### src/rtl/aes_cbc_packer.sv
// Packs four 32-bit plaintext words into a 128-bit block and XORs it with the CBC chaining
// value (IV or fed-back ciphertext) before handing it to the AES core.
module aes_cbc_packer #(
  parameter int unsigned CNT_W = 16
) (
  input  logic               clk_i,
  input  logic               rst_i,
  input  logic               clear_i,
  input  logic               iv_load_i,
  input  logic [127:0]       iv_i,
  input  logic               word_valid_i,
  output logic               word_ready_o,
  input  logic [31:0]        word_data_i,
  input  logic               ct_valid_i,
  input  logic [127:0]       ct_data_i,
  output logic               blk_valid_o,
  input  logic               blk_ready_i,
  output logic [127:0]       blk_data_o,
  output logic [CNT_W-1:0]   blk_count_o,
  output logic               overrun_o
);

  typedef enum logic [1:0] {
    StFill      = 2'd0,
    StWaitChain = 2'd1,
    StSend      = 2'd2
  } state_e;

  state_e             state_q, state_d;
  logic [1:0]         word_cnt_q, word_cnt_d;
  logic [127:0]       buf_q, buf_d;
  logic [127:0]       chain_q, chain_d;
  logic               chain_valid_q, chain_valid_d;
  logic [127:0]       blk_data_q, blk_data_d;
  logic [CNT_W-1:0]   blk_count_q, blk_count_d;
  logic               overrun_q, overrun_d;

  logic               word_hs;
  logic               blk_hs;
  logic               chain_load;
  logic [127:0]       chain_new;
  logic [127:0]       chain_use;
  logic [127:0]       packed_blk;

  assign word_ready_o = (state_q == StFill);
  assign blk_valid_o  = (state_q == StSend);
  assign blk_data_o   = blk_data_q;
  assign blk_count_o  = blk_count_q;
  assign overrun_o    = overrun_q;

  assign word_hs    = word_valid_i & word_ready_o;
  assign blk_hs     = blk_valid_o & blk_ready_i;
  assign chain_load = iv_load_i | ct_valid_i;
  // IV load wins over ciphertext feedback in the same cycle.
  assign chain_new  = iv_load_i ? iv_i : ct_data_i;
  // Freshest chaining value visible this edge, used when the block completes.
  assign chain_use  = chain_load ? chain_new : chain_q;

  // Insert the incoming word MSB-first at the slot selected by the word count.
  always_comb begin
    packed_blk = buf_q;
    unique case (word_cnt_q)
      2'd0:    packed_blk[127:96] = word_data_i;
      2'd1:    packed_blk[95:64]  = word_data_i;
      2'd2:    packed_blk[63:32]  = word_data_i;
      default: packed_blk[31:0]   = word_data_i;
    endcase
  end

  always_comb begin
    state_d       = state_q;
    word_cnt_d    = word_cnt_q;
    buf_d         = buf_q;
    chain_d       = chain_q;
    chain_valid_d = chain_valid_q;
    blk_data_d    = blk_data_q;
    blk_count_d   = blk_count_q;
    overrun_d     = overrun_q;

    if (ct_valid_i && chain_valid_q) begin
      overrun_d = 1'b1;
    end

    unique case (state_q)
      StFill: begin
        if (word_hs) begin
          buf_d      = packed_blk;
          word_cnt_d = word_cnt_q + 2'd1;
          if (word_cnt_q == 2'd3) begin
            if (chain_load || chain_valid_q) begin
              blk_data_d = packed_blk ^ chain_use;
              state_d    = StSend;
            end else begin
              state_d = StWaitChain;
            end
          end
        end
      end
      StWaitChain: begin
        if (chain_load) begin
          blk_data_d = buf_q ^ chain_new;
          state_d    = StSend;
        end
      end
      StSend: begin
        if (blk_hs) begin
          state_d       = StFill;
          word_cnt_d    = 2'd0;
          chain_valid_d = 1'b0;
          blk_count_d   = blk_count_q + CNT_W'(1);
        end
      end
      default: state_d = StFill;
    endcase

    // Applied after the handshake so feedback arriving on that same edge is kept.
    if (chain_load) begin
      chain_d       = chain_new;
      chain_valid_d = 1'b1;
    end

    if (clear_i) begin
      state_d       = StFill;
      word_cnt_d    = 2'd0;
      buf_d         = '0;
      chain_d       = '0;
      chain_valid_d = 1'b0;
      blk_data_d    = '0;
      blk_count_d   = '0;
      overrun_d     = 1'b0;
    end
  end

  always_ff @(posedge clk_i or posedge rst_i) begin
    if (rst_i) begin
      state_q       <= StFill;
      word_cnt_q    <= 2'd0;
      buf_q         <= '0;
      chain_q       <= '0;
      chain_valid_q <= 1'b0;
      blk_data_q    <= '0;
      blk_count_q   <= '0;
      overrun_q     <= 1'b0;
    end else begin
      state_q       <= state_d;
      word_cnt_q    <= word_cnt_d;
      buf_q         <= buf_d;
      chain_q       <= chain_d;
      chain_valid_q <= chain_valid_d;
      blk_data_q    <= blk_data_d;
      blk_count_q   <= blk_count_d;
      overrun_q     <= overrun_d;
    end
  end

endmodule

### config.mk
export PLATFORM = sky130hd
export DESIGN_NAME = aes_cbc_packer
export DESIGN_NICKNAME = d
export VERILOG_FILES = /design/src/rtl/aes_cbc_packer.sv
export SDC_FILE = /design/constraint.sdc
export NUM_CORES = 1
export LEC_CHECK = 0
export BUFFER_PORTS_ARGS = -buffer_cell sky130_fd_sc_hd__buf_2
export CORE_ASPECT_RATIO = 1.1
export CORE_MARGIN = 2
export CORE_UTILIZATION = 45
export CTS_BUF_LIST = sky130_fd_sc_hd__clkbuf_4
export DETAILED_ROUTE_END_ITERATION = 8
export PLACE_DENSITY = 0.7
export SLEW_MARGIN = 20
export SYNTH_ARGS = -nofsm -noshare
export SYNTH_HDL_FRONTEND = slang
export SYNTH_SLANG_ARGS = --single-unit
### constraint.sdc
create_clock -name clk_i -period 18.86 [get_ports clk_i]
set_clock_uncertainty 0.2 [all_clocks]
set_input_delay 3.772 -clock clk_i [delete_from_list [all_inputs] [get_ports clk_i]]
set_output_delay 3.772 -clock clk_i [all_outputs]
set_load 0.05 [all_outputs]
# --- Word level (Yosys, flattened, before mapping) ---
# Index checks and enable logic that the tools add are counted.
word_totals:
  mem_count: 0
  latchBits: 0
  reg_bits: 406
  output_inout_bits: 147
  wordCells: 80
  mem_bits_rw: 0
  mem_bits_ro: 0
op_classes:
  n_reduce_logical: 20
  n_div: 0
  n_lt_le_gt_ge: 0
  shift: 0
  n_mul: 0
  bitwise: 5
  n_mux: 35
  n_eq_ne: 10
  add_sub_neg: 2
ops:
  columns: ["cell", "count"]
  rows:
  - ["$mux W128", 11]
  - ["$pmux W128 S2", 1]
  - ["$xor A128 B128 Y128", 2]
  - ["$mux W32", 4]
  - ["$mux W16", 3]
  - ["$add A16 B1 Y16 const B", 1]
  - ["$mux W2", 8]
  - ["$ne A3 B2 Y1 const B", 4]
  - ["$reduce_bool A3 Y1", 4]
  - ["$reduce_bool A2 Y1", 5]
  - ["$eq A2 B2 Y1 const B", 3]
  - ["$mux W1", 6]
  - ["$pmux W2 S3", 1]
  - ["$reduce_and A2 Y1", 3]
  - ["$reduce_and A5 Y1", 1]
  - ["$eq A2 B1 Y1 const B", 2]
  - ["$logic_not A2 Y1", 2]
  - ["$pmux W2 S2", 1]
  - ["$reduce_and A4 Y1", 1]
  - ["$ne A3 B3 Y1 const B", 1]
  - ["$reduce_and A3 Y1", 1]
  - ["$reduce_or A3 Y1", 1]
  - ["$add A2 B1 Y2 const B", 1]
  - ["$and A1 B1 Y1", 2]
  - ["other kinds (3)", 3]

# --- Longest topological paths before layout ---
# Gate-level depths: netlist of run 1.
logic_depth:
  ltp_word: 9
  mapped_depth: 9
  mapped_depth_nobuf: 6

# --- Least setup slack after synthesis of run 1 ---
# OpenSTA, ideal clock, no wires.
synth_path:
  path_type: "in2reg"
  start: "input ct_valid_i"
  end: "register blk_data_q[62] (netlist: blk_data_o[62])"
  slack_ns: 13.534
  t_arrival_ns: 5.005
  path_stages: 8
  path_buffers: 3
  path_cell_list: "buf_4 buf_8 buf_8 mux2i_1 o21a_1 xor2_1 o221ai_1 a22o_1"
synth_via:
  elab_chain_cells: 8
  elab_cells_between_ends: 12
  classes_between: "eq/ne: 2; mux: 6; bitwise: 2; reduce/logical: 2"
synth_lines:
  columns: ["element", "line_no", "text"]
  rows:
  - ["start: declaration", "14", "input logic ct_valid_i,"]
  - ["$or A1 B1 Y1 *", "53", "assign chain_load = iv_load_i | ct_valid_i;"]
  - ["$mux W128", null, null]
  - ["$xor A128 B128 Y128", "91", "blk_data_d = packed_blk ^ chain_use;"]
  - ["$mux W128", "90", "if (chain_load || chain_valid_q) begin"]
  - ["$mux W128", "89", "if (word_cnt_q == 2'd3) begin"]
  - ["$mux W128", "86", "if (word_hs) begin"]
  - ["$pmux W128 S2", "84", "unique case (state_q)"]
  - ["$mux W128", "122", "if (clear_i) begin"]
  - ["end signal: assignment", "150", "blk_data_q <= blk_data_d;"]
  - ["end: declaration", "34", "logic [127:0] blk_data_q, blk_data_d;"]
# Every way passes the cells marked *; elsewhere a longest branch is shown, timed or not. The select of a mux whose other input is x is not followed.
# A chain may end at the register's enable or synchronous reset.

# --- Final worst setup path of run 1 ---
layout_path:
  start: "input iv_load_i"
  end: "register blk_data_q[22] (netlist: blk_data_o[22])"
layout_via:
  elab_chain_cells: 8
  elab_cells_between_ends: 15
  classes_between: "eq/ne: 2; mux: 8; bitwise: 3; reduce/logical: 2"
layout_lines:
  columns: ["element", "line_no", "text"]
  rows:
  - ["start: declaration", "9", "input logic iv_load_i,"]
  - ["$mux W128 / $or A1 B1 Y1 (equally long branches)", "55, 53", null]
  - ["$mux W128", null, null]
  - ["$xor A128 B128 Y128", "91", null]
  - ["$mux W128", "90", null]
  - ["$mux W128", "89", null]
  - ["$mux W128", "86", null]
  - ["$pmux W128 S2", "84", null]
  - ["$mux W128", "122", null]
# Several ways; a longest one is shown, not always the timed one. The select of a mux whose other input is x is not followed.

==> impl_metrics.ini, run 1 <==
[detailed_routing]
vias = 23567
via_per_inst = 6.29
drc = 0
ant_nets = 0
firstDrtPassIters = 6
wl_um = 93400
drt_iter0_markers = 2235
post_drt_wl_per_cell_um = 25.0

[power_and_ir_drop]
seq_power_share = 0.426
power_density_nw_per_um2 = 74.0
internal-power_uw = 1480
sw_frac_of_total = 0.315
pwr-share-comb = 0.186
p_sw_uw = 682
power.leakage_uw = 0.0137
pwr-share-clk = 0.389
vdd_drop_max_v = 0.0000403

[timing]
fin_ws_ns = 12.06
finalSetupTns_ns = 0
finalSetupViolCount = 0
period_needed_ns = 6.80
hold_viol = 0
period_share = 0.361
max_freq_mhz = 147
worst_pin_slew_ns = 1.14
maxSlewViolCount = 0
slew_headroom = 0.238
rsz0062_at_grt = no

[logic_synthesis]
yosys-top-cells-area = dfrtp_1, mux2i_1, a22o_1
avgSynthCellArea_um2 = 9.97
syn_nets = 2846
yosysTopAreaCell = dfrtp_1
synth.distinct_cells = 44
ys.warnings.count = 0
synth_ff_type = dfrtp_1
async_flop_share = 1.00
synth_area_um2 = 25400
synth_top_area_frac = 0.401
syn-instance-count = 2545
ys_seq_area_frac = 0.401
synth_edf_count = 0
synth_seq_cells = 406

[clocking]
cts_setup_buffers = 0
clk_latency_ns = 0.89
cts_root_buffer = clkbuf_4
hold_buffers = 0
cts_made_buffers = 114
h-tree-depth = 3
cts.repair.resized = 0
clk_path_buf_depth = 3
cts_tree = built
clkTransAtPathRegs_ns = 0.07
clock-sinks = 406

[worst_setup_path]
arrival_ns = 7.34
crit_fanout = 191
path_cells = buf_8 -> buf_4 -> buf_4 -> nand2_1 -> o21a_1 -> xor2_1 -> o221ai_1 -> a22o_1
cp_top_family = buffers and inverters
cpMaxStageDelayCell = buf_4
critPathLaunchType = input pin
worst-path-buf-inv = 3
required_ns = 19.40
critical_path_class = in2reg
cp-end-kind = register
worst_path_most_repeated_cell = buf_4
slowest_delay_ns = 0.88

[cells_and_area]
drive_gt1_frac = 0.225
fillCellCount = 5047
seq_area_um2 = 10200
multi_input_area_um2 = 14100
nets = 3194
syn_to_final_growth_pct = 15.3

[global_route]
grt_use_total = 0.310
grt_pass1_wl_um = 139000
grt_max_degree = 192
grt_overflow = 0
grt_pass1_vias = 23904
antenna_found_initial = 15

[floorplan]
top_level_ports = 442
dieArea_um2 = 58300
dieWidth_um = 230
start_util = 0.454
rows = 91
die_h_um = 253
core-area_um2 = 55900

[placement]
hpwl_um = 58300
dp_slack_ns = 11.29
gp_congestion = 0.830
portBuffers = 441

[min_path]
min_path_type = reg2reg

[flow_run]
max_cap_violations = 0

[outcome]
outcome = complete, no violations
==> stage by stage <==
step	power, uW	area, um^2	hold WS, ns	util	std cells
detailed placement	1330	27600	0.285	0.495	3518
global route	2260	29200	0.311	0.523	3741
CTS	2180	29100	0.305	0.521	3727
finish	2160	29200	0.298	0.523	3744
global placement	1310	27600	0.276	0.494	3518
floorplan	1210	25400	0.306	-	2545
==> cell usage after synthesis (2+ instances only) <==
library cell  number
a211o_1          119
a21oi_1           31
a22o_1           247
and2_1             4
and3_1             3
and4_1             2
buf_1              3
buf_2             56
buf_4             22
buf_6              4
buf_8             10
clkbuf_1         146
dfrtp_1          406
ha_1               6
inv_1              8
mux2i_1          265
nand2_1          135
nand2b_1         243
nand3_1          123
nand3b_1           2
nand4_1            4
nor2_1           170
nor3_1             2
o21a_1           119
o21ai_1           10
o221ai_1         119
o31a_1           119
xnor2_1           12
xor2_1           140
==> path summary, 6_finish.rpt <==
kind,to,startpoint,depth (start not counted),slack (ns)
worst max-delay path,blk_data_o[22]$_DFFE_PP0P_,iv_load_i,8,12.06
worst min-delay path,blk_data_o[47]$_DFFE_PP0P_,blk_data_o[47]$_DFFE_PP0P_,1,0.30
worst max register to register,blk_data_o[65]$_DFFE_PP0P_,state_q[1]$_DFFE_PP0P_,7,14.22
worst min register to register,blk_data_o[47]$_DFFE_PP0P_,blk_data_o[47]$_DFFE_PP0P_,1,0.30
max in group asynchronous,chain_q[99]$_DFF_PP0_,rst_i,3,14.26
min in group asynchronous,buf_q[18]$_DFFE_PP0P_,rst_i,2,2.77
==> worst register-to-register path, cell delays in order, from the launching register on <==
cell      delay (ns)
dfrtp_1         0.59
nand2b_4        0.21
buf_4           0.76
nor2b_4         1.02
buf_4           0.95
mux2i_1         0.41
o221ai_1        0.16
a22o_1          0.23
==> power groups by stage <==
stage | sequential, uW | clock, uW | combinational (uW)
2_1_floorplan | 938 | 0 | 267
3_3_place_gp | 934 | 0 | 380
3_5_place_dp | 936 | 0 | 395
4_1_cts | 920 | 862 | 396
5_1_grt | 924 | 904 | 432
6_report | 921 | 841 | 402
==> logic make-up after synthesis <==
group | share of synthesized area
muxes | 0.105
and+or+nand+nor | 0.138
xor gates and xnor gates | 0.0525
DFF | 0.401
AOI/OAI and AO/OA | 0.253
buffers and inverters | 0.0485
adders and majority gates | 0.00296
==> placed cells by master (no fill, tap or decap), types with 3 or more instances in the layout <==
cell type and n:
buf_2 438, dfrtp_1 406, mux2i_1 265, a22o_1 247, nand2b_1 243, clkbuf_4 174, nor2_1 170, xor2_1 140
nand2_1 131, nand3_1 123, o21a_1 119, a211o_1 119, o31a_1 119, o221ai_1 119, clkinv_1 29, buf_4 27
a21oi_1 26, diode_2 14, xnor2_1 12, o21ai_1 10, inv_1 7, ha_1 6, a21oi_4 5, and2_1 4
nand4_1 4, and3_1 3, nand2_2 3, inv_2 3, buf_16 3
==> area by class of cell <==
| class | count | area share |
|---|---|---|
| Multi-Input combinational cell | 1890 | 0.481 |
| Tap cell | 744 | 0.0318 |
| Sequential cell | 406 | 0.348 |
| Timing Repair Buffer | 473 | 0.0872 |
| Inverter | 8 | 0.00128 |
| Antenna cell | 14 | 0.00120 |
| Clock inverter | 35 | 0.00556 |
| Clock buffer | 174 | 0.0447 |
==> state kept, by name, indices dropped and copies added, names as in the netlist <==
name / cells
blk_data_o: 128
buf_q: 128
chain_q: 128
blk_count_o: 16
state_q: 2
word_cnt_q: 2
chain_valid_q: 1
overrun_o: 1
==> layer usage <==
layer  wire [um]  vias up  track usage
met4        5220        2        0.196
met3        8340      286       0.0685
met2       43000     1271        0.483
met5          15        -            0
li1            -    10242            -
met1       36900    11766        0.392
(Power assumes the default switching activity.)
==> run 2, diff against run 1 <==
--- a/config.mk
+++ b/config.mk
@@ -11,7 +11,7 @@
 export CORE_UTILIZATION = 45
 export CTS_BUF_LIST = sky130_fd_sc_hd__clkbuf_4
 export DETAILED_ROUTE_END_ITERATION = 8
-export PLACE_DENSITY = 0.7
+export PLACE_DENSITY = 0.73
 export SLEW_MARGIN = 20
 export SYNTH_ARGS = -nofsm -noshare
 export SYNTH_HDL_FRONTEND = slang
==> constraint.sdc (replaced) <==
create_clock -name clk_i -period 6.1 [get_ports clk_i]
set_clock_uncertainty 0.2 [all_clocks]
set_input_delay 1.22 -clock clk_i [delete_from_list [all_inputs] [get_ports clk_i]]
set_output_delay 1.22 -clock clk_i [all_outputs]
set_load 0.05 [all_outputs]
==> run 2 against run 1 <==
Compared with the run above: non-clock buffer count stayed put; combinational power rose to 3.1 times the previous value; global-route usage increased by 0.25 points; cell area barely moved; worst setup slack got worse by 9.7 ns; critical path type is now reg2reg.
==> impl_metrics.ini, run 2 (synthesis results as in run 1) <==
[cells_and_area]
drive_gt1_frac = 0.226
postLayoutCellArea_um2 = 29200
nets = 3194
fillCellCount = 5064
final_common_cell = buf_2
final_cell_mix = buf_2, dfrtp_1, mux2i_1
syn_to_final_growth_pct = 15.2

[timing]
maxSlewViolCount = 0
rsz0062_at_grt = no
hold_viol = 0
period_needed_ns = 3.74
max_freq_mhz = 267
fin_hold_ws_ns = 0.218
finalSetupViolCount = 0
period_share = 0.613
worst_pin_slew_ns = 1.07
slew_headroom = 0.283

[detailed_routing]
drc = 0
drt_iter0_markers = 2051
via_per_inst = 6.31
vias = 23518
firstDrtPassIters = 5
ant_nets = 0
wl_um = 93100
post_drt_wl_per_cell_um = 25.0

[floorplan]
core-area_um2 = 55900
start_util = 0.454
dieArea_um2 = 58300
top_level_ports = 442
dieWidth_um = 230
rows = 91
die_h_um = 253

[worst_setup_path]
arrival_ns = 4.32
crit_cells = 7
critical_path_class = reg2reg
required_ns = 6.68
cp-end-kind = register
cp_top_family = simple AND/OR/NAND/NOR gates
worst-path-buf-inv = 2
slowest_delay_ns = 0.76
path_cells = nand2b_4 -> buf_4 -> nand2_2 -> buf_4 -> nand3_1 -> o221ai_1 -> a22o_1
cpMaxStageDelayCell = nand2b_4
worstRegToRegCells = 7
worst_path_most_repeated_cell = buf_4
crit_fanout = 58
critPathLaunchType = register

[clocking]
clock-sinks = 406
clk_path_buf_depth = 3
clk_latency_ns = 0.92
hold_buffers = 0
cts_made_buffers = 114
cts_setup_buffers = 0
cts_root_buffer = clkbuf_4
h-tree-depth = 3
clkTransAtPathRegs_ns = 0.06
cts.repair.resized = 0
cts_tree = built

[outcome]
outcome = complete, no violations

[global_route]
grt_max_degree = 193
grt_pass1_wl_um = 140000
antenna_found_initial = 16
grt_pass1_vias = 24070
grt_overflow = 0
grt_use_total = 0.313

[power_and_ir_drop]
power_density_nw_per_um2 = 229
power.leakage_uw = 0.0137
vdd_drop_max_v = 0.000137
sw_frac_of_total = 0.312
pwr-share-comb = 0.187
seq_power_share = 0.426
pwr-share-clk = 0.387
internal-power_uw = 4600
p_sw_uw = 2090

[flow_run]
max_cap_violations = 0

[placement]
place_area_um2 = 27700
portBuffers = 441
gp_congestion = 0.844
hpwl_um = 57800

[min_path]
min_path_type = in2async
-- run 2: metrics by stage --
stage	utilization	power, uW	std cells	setup TNS, ns	setup WS (ns)
final	0.523	6690	3725	0	2.36
after global routing	0.522	7010	3723	0	2.24
after CTS	0.522	6740	3715	0	2.44
after detailed placement	0.496	4130	3520	0	2.10
after global placement	0.496	4070	3520	0	2.15
after floorplan	-	3730	2545	-320.61	-0.790
-- run 2: layout make-up --
type	instances	area [um^2]	share of cell area
flip-flops and latches	406	10200	0.348
repair buffers	473	2580	0.0883
inverters	8	33.8	0.00116
well taps	744	931	0.0319
diodes	9	22.5	0.000771
multi-input cells	1890	14000	0.481
clock buffers	173	1300	0.0445
clock inverters	22	136	0.00467
-- run 2: worst paths after layout --
check                                            start                          end  slack [ns]
min reg2reg                blk_data_o[127]$_DFFE_PP0P_  blk_data_o[127]$_DFFE_PP0P_        0.30
max                             state_q[1]$_DFFE_PP0P_   blk_data_o[93]$_DFFE_PP0P_        2.36
max reg2reg                     state_q[1]$_DFFE_PP0P_   blk_data_o[93]$_DFFE_PP0P_        2.36
min                                              rst_i        chain_q[23]$_DFF_PP0_        0.22
min in group clk_i         blk_data_o[127]$_DFFE_PP0P_  blk_data_o[127]$_DFFE_PP0P_        0.30
max in group asynchronous                        rst_i        chain_q[94]$_DFF_PP0_        4.11
-- run 2: metal layers --
layer / vias up / wire, um / part of all wire / track usage
met5: - / 77 / 0.00083 / 0
met4: 12 / 6050 / 0.065 / 0.213
met3: 331 / 9120 / 0.098 / 0.0848
met2: 1255 / 41800 / 0.45 / 0.479
met1: 11711 / 36100 / 0.39 / 0.386
li1: 10209 / - / - / -
-- run 2: power groups by stage --
stage / Sequential, uW / Combinational (uW) / Clock, uW
after floorplan: 2900 / 827 / 0
after global placement: 2890 / 1180 / 0
after detailed placement: 2890 / 1230 / 0
after CTS: 2850 / 1230 / 2650
after global routing: 2860 / 1340 / 2810
final: 2850 / 1250 / 2590
